[config.mk]
export PLATFORM = sky130hd
export DESIGN_NAME = flex_counter_proj_flat
export DESIGN_NICKNAME = d
export VERILOG_FILES = /design/src/rtl/flex_counter_proj_if.sv /design/src/rtl/flex_counter_proj.sv /design/src/flat_wrapper.sv
export SDC_FILE = /design/constraint.sdc
export NUM_CORES = 1
export LEC_CHECK = 0
export BUFFER_PORTS_ARGS = -buffer_cell sky130_fd_sc_hd__buf_4
export CORE_AREA = 2 2 39 41
export CTS_BUF_LIST = sky130_fd_sc_hd__clkbuf_8
export DETAILED_ROUTE_END_ITERATION = 10
export DIE_AREA = 0 0 41 43
export SYNTH_ARGS = -nofsm -noshare
export SYNTH_HDL_FRONTEND = slang
export SYNTH_SLANG_ARGS = --single-unit
export TNS_END_PERCENT = 5
[constraint.sdc]
create_clock -name clk -period 1.66 [get_ports clk]
set_clock_uncertainty 0.05 [all_clocks]
set_input_delay 0.249 -clock clk [delete_from_list [all_inputs] [get_ports clk]]
set_output_delay 0.249 -clock clk [all_outputs]
set_load 0.005 [all_outputs]
[src/rtl/flex_counter_proj_if.sv]
// Control/status bundle for flex_counter_proj: the enable strobe going in and the done flag coming out.
interface flex_counter_proj_if;
  logic count_enable;
  logic done_flag;

  modport master (output count_enable, input done_flag);
  modport slave  (input count_enable, output done_flag);
endinterface

[src/rtl/flex_counter_proj.sv]
// Enable-gated up-counter that flags done while the count sits at NUM_TO_COUNT;
// an enabled edge at the terminal value wraps to 1 so done recurs every NUM_TO_COUNT enabled edges.
module flex_counter_proj #(
    parameter int unsigned NUM_CNT_BITS = 4,
    parameter int unsigned NUM_TO_COUNT = 8
) (
    input logic               clk,
    input logic               rst,
    flex_counter_proj_if.slave cnt_if
);

    if ((NUM_TO_COUNT == 0) ||
        (longint'(NUM_TO_COUNT) >= (longint'(1) << NUM_CNT_BITS))) begin : g_bad_param
        $fatal(1, "flex_counter_proj: NUM_TO_COUNT out of range for NUM_CNT_BITS");
    end

    localparam logic [NUM_CNT_BITS-1:0] TERMINAL = NUM_CNT_BITS'(NUM_TO_COUNT);

    logic [NUM_CNT_BITS-1:0] count_q;
    logic [NUM_CNT_BITS-1:0] count_d;

    always_comb begin
        count_d = count_q;
        if (cnt_if.count_enable) begin
            count_d = (count_q == TERMINAL) ? NUM_CNT_BITS'(1)
                                            : count_q + NUM_CNT_BITS'(1);
        end
    end

    always_ff @(posedge clk or posedge rst) begin
        if (rst) begin
            count_q <= '0;
        end else begin
            count_q <= count_d;
        end
    end

    // Decoded from the register only, so done never follows count_enable combinationally.
    assign cnt_if.done_flag = (count_q == TERMINAL);

endmodule

[src/flat_wrapper.sv]
// flat-port wrapper written by rule: the top's interface ports become plain ports
module flex_counter_proj_flat 
#(
    parameter int unsigned NUM_CNT_BITS = 4,
    parameter int unsigned NUM_TO_COUNT = 8
)
  (clk, rst, cnt_if_count_enable, cnt_if_done_flag);
  flex_counter_proj_if cnt_if_i ();
  input logic clk;
  input logic rst;
  input wire logic [$bits(cnt_if_i.count_enable)-1:0] cnt_if_count_enable;
  output wire logic [$bits(cnt_if_i.done_flag)-1:0] cnt_if_done_flag;
  assign cnt_if_i.count_enable = cnt_if_count_enable;
  assign cnt_if_done_flag = cnt_if_i.done_flag;
  flex_counter_proj #(.NUM_CNT_BITS(NUM_CNT_BITS), .NUM_TO_COUNT(NUM_TO_COUNT)) u_core (.clk(clk), .rst(rst), .cnt_if(cnt_if_i));
endmodule
==> flow_summary.toml <==
[power]
pwr-share-seq_pct = 37.0
p_clk_share_pct = 38.7
switchingPower_w = 0.000156
p_leak_nw = 0.154
intPower_w = 0.000357
totalPowerFinal_w = 0.000513
ir_drop_mv = 1.02
power.density_nw_per_um2 = 1630
sw_frac_of_total_pct = 30.4
comb_power_share_pct = 24.3

[timing]
hold_viol_final = 0
period_minus_slack_ns = 1.48
setup_slack_ns = 0.185
final_max_slew_viol_count = 0
setup_viol = 0
rsz0062_at_grt = "false"
max_freq_ghz = 0.678
period_share_pct = 88.9
setup_tns_ns = 0
tightest_slew_ns = 0.181
relSlewSlack_pct = 87.8

[routing]
vias_per_cell = 3.92
num_vias = 188
ant_nets = 0
drt-total-wl_um = 408
drt_pass1_iterations = 2
post-route-drc-count = 0
dr.first_iter.drc_count = 3
wire_per_inst_um = 8.50

[synth]
syn-num-nets = 30
yosys-top-cells-area = "dfrtp_1, ha_1, nand2_1"
synth_ff_type = "dfrtp_1"
seq_area_frac_synth_pct = 45.5
yosys.area.top_type_share_pct = 45.5
synth_edf_count = 0
yosysTopAreaCell = "dfrtp_1"
synthDistinctLibCells = 12
synth_commonest_cells = "nand2_1, dfrtp_1, inv_1, o21ai_0, ha_1"
synth_most_common_cell = "nand2_1"
ys_async_sr_fraction_pct = 100
synth_seq_cells = 4
ys_warn_count = 0
syn_inst = 25
synth_area_um2 = 220
syn_avg_cell_area_um2 = 8.81

[cells_and_area]
seqCellArea_um2 = 100
syn_to_final_growth_pct = 42.6
layout-drive-gt1-share_pct = 18.8
top_regs = "u_core.count_q (4)"
multi_input_area_um2 = 109
final.fill_count = 149
largest_reg_flops = 4
nets = 39
top_register = "u_core.count_q"
num_antenna_cells = 0

[die]
core_um2 = 1380
dieArea_um2 = 1760
rows = 14
ios = 4
start_util_pct = 15.9
die_w_um = 41
die_y_um = 43

[worst_setup_path]
cp.arrival_ns = 1.18
timing.rr.start = "u_core.count_q[0]$_DFFE_PP0P_"
crit_required_ns = 1.36
critical_path_class = "reg -> out"
endpoint_kind = "output port"
r2r_cells = 5
start_kind = "register"
crit_path_start = "u_core.count_q[0]$_DFFE_PP0P_"
r2r-end = "u_core.count_q[0]$_DFFE_PP0P_"
cp_max_fo = 6
reg2reg_setup_slack_ns = 0.49

[global_route]
grt_pass1_vias = 192
grt_util_met3_pct = 4.71
grt_most_used_layer = "met2"
use_met1_pct = 6.51
grt_pass1_wl_um = 710
antenna_found_initial = 0
grtUsageTotal_pct = 6.45
gr-total-overflow = 0
grt_max_degree = 9
grtUsageMet2_pct = 9.06

[clock_network]
cts_buffers = 3
clockBufferDepth = 2
clk_pin_slew_ns = 0.03
cts_root_buf = "clkbuf_8"
cts_tree = "done"
h-tree-depth = 1
clock-sinks = 4
ctsResizeCount = 0
clock_latency_ns = 0.21

[placement]
io_buffers = 3
dp_hpwl_um = 305
place_congestion = 0.652
pre_cts_slack_ns = 0.403

[worst_hold_path]
hold_end = "u_core.count_q[1]$_DFFE_PP0P_"
whs_path_depth = 2
hp-class = "in -> reg"
hold_start = "cnt_if_count_enable"

[run_status]
outcome = "finished, final reports clean"

[run]
max_cap_violations = 0
how the worst max path moves through the flow:
stage	to	slack, ns	cells past startpoint
2_1_floorplan	cnt_if_done_flag	0.58	4
3_3_place_gp	cnt_if_done_flag	0.43	5
3_5_place_dp	cnt_if_done_flag	0.40	5
4_1_cts	cnt_if_done_flag	0.17	5
5_1_grt	cnt_if_done_flag	0.09	5
6_report	cnt_if_done_flag	0.18	5
stage by stage:
stage | utilization (%) | instance area [um^2] | instances | hold WS, ns
2_1_floorplan | - | 220 | 25 | -0.0349
5_1_grt | 22.7 | 314 | 48 | 0.266
3_3_place_gp | 19.0 | 263 | 44 | 0.0978
3_5_place_dp | 19.0 | 263 | 44 | 0.0971
4_1_cts | 22.7 | 314 | 48 | 0.255
6_report | 22.7 | 314 | 48 | 0.243
placed cells by master, fill, tap and decap left out:
master	count
a21boi_0	1
and4b_1	1
buf_4	3
clkbuf_8	3
dfrtp_1	4
dlygate4sd3_1	1
ha_1	2
inv_1	3
nand2_1	6
nand3_1	1
nor2_1	1
o211ai_1	1
o21a_1	1
o21ai_0	3
o21ai_1	1
critical path, cell delays in order (launching register included):
cell	delay (ns)
dfrtp_1	0.41
inv_1	0.06
ha_1	0.21
nand2_1	0.11
nor2_1	0.05
buf_4	0.13
per-layer routing:
layer | wire [um] | vias up | part of all wire (%)
met1 | 174 | 86 | 43
met5 | 0 | - | 0
li1 | - | 98 | -
met3 | 25 | 0 | 6.1
met4 | 0 | 0 | 0
met2 | 208 | 4 | 51
kinds of logic after synthesis:
| group | after synthesis | synth area share, % |
|---|---|---|
| adder cells (fa/ha/maj) | 2 | 11.4 |
| AND/OR/NAND/NOR | 9 | 18.7 |
| flip-flops | 4 | 45.5 |
| AO/OA/AOI/OAI | 7 | 19.3 |
| buffers and inverters | 3 | 5.11 |
repair_timing:
action / 4_1_cts / 5_1_grt
endpoints found under the hold margin: 4 / 0
hold buffers: 1 / 0
endpoints found under the setup margin: 0 / 0
buffers inserted: 0 / 0
power by group through the flow:
| stage | registers, W | logic, W | clock network, W |
|---|---|---|---|
| 5_1_grt | 0.000200 | 0.000149 | 0.000211 |
| 6_report | 0.000190 | 0.000125 | 0.000199 |
| 2_1_floorplan | 0.000176 | 0.0000962 | 0 |
| 3_3_place_gp | 0.000189 | 0.000123 | 0 |
| 4_1_cts | 0.000192 | 0.000129 | 0.000204 |
| 3_5_place_dp | 0.000191 | 0.000124 | 0 |
area by class of cell:
cell class,instances,share of cell area [%]
Multi-Input combinational cell,18,34.7
Sequential cell,4,31.9
Clock buffer,3,13.1
Timing Repair Buffer,4,10.4
Tap cell,16,6.37
Inverter,3,3.59
No activity file was read; power rests on OpenSTA's default activity.
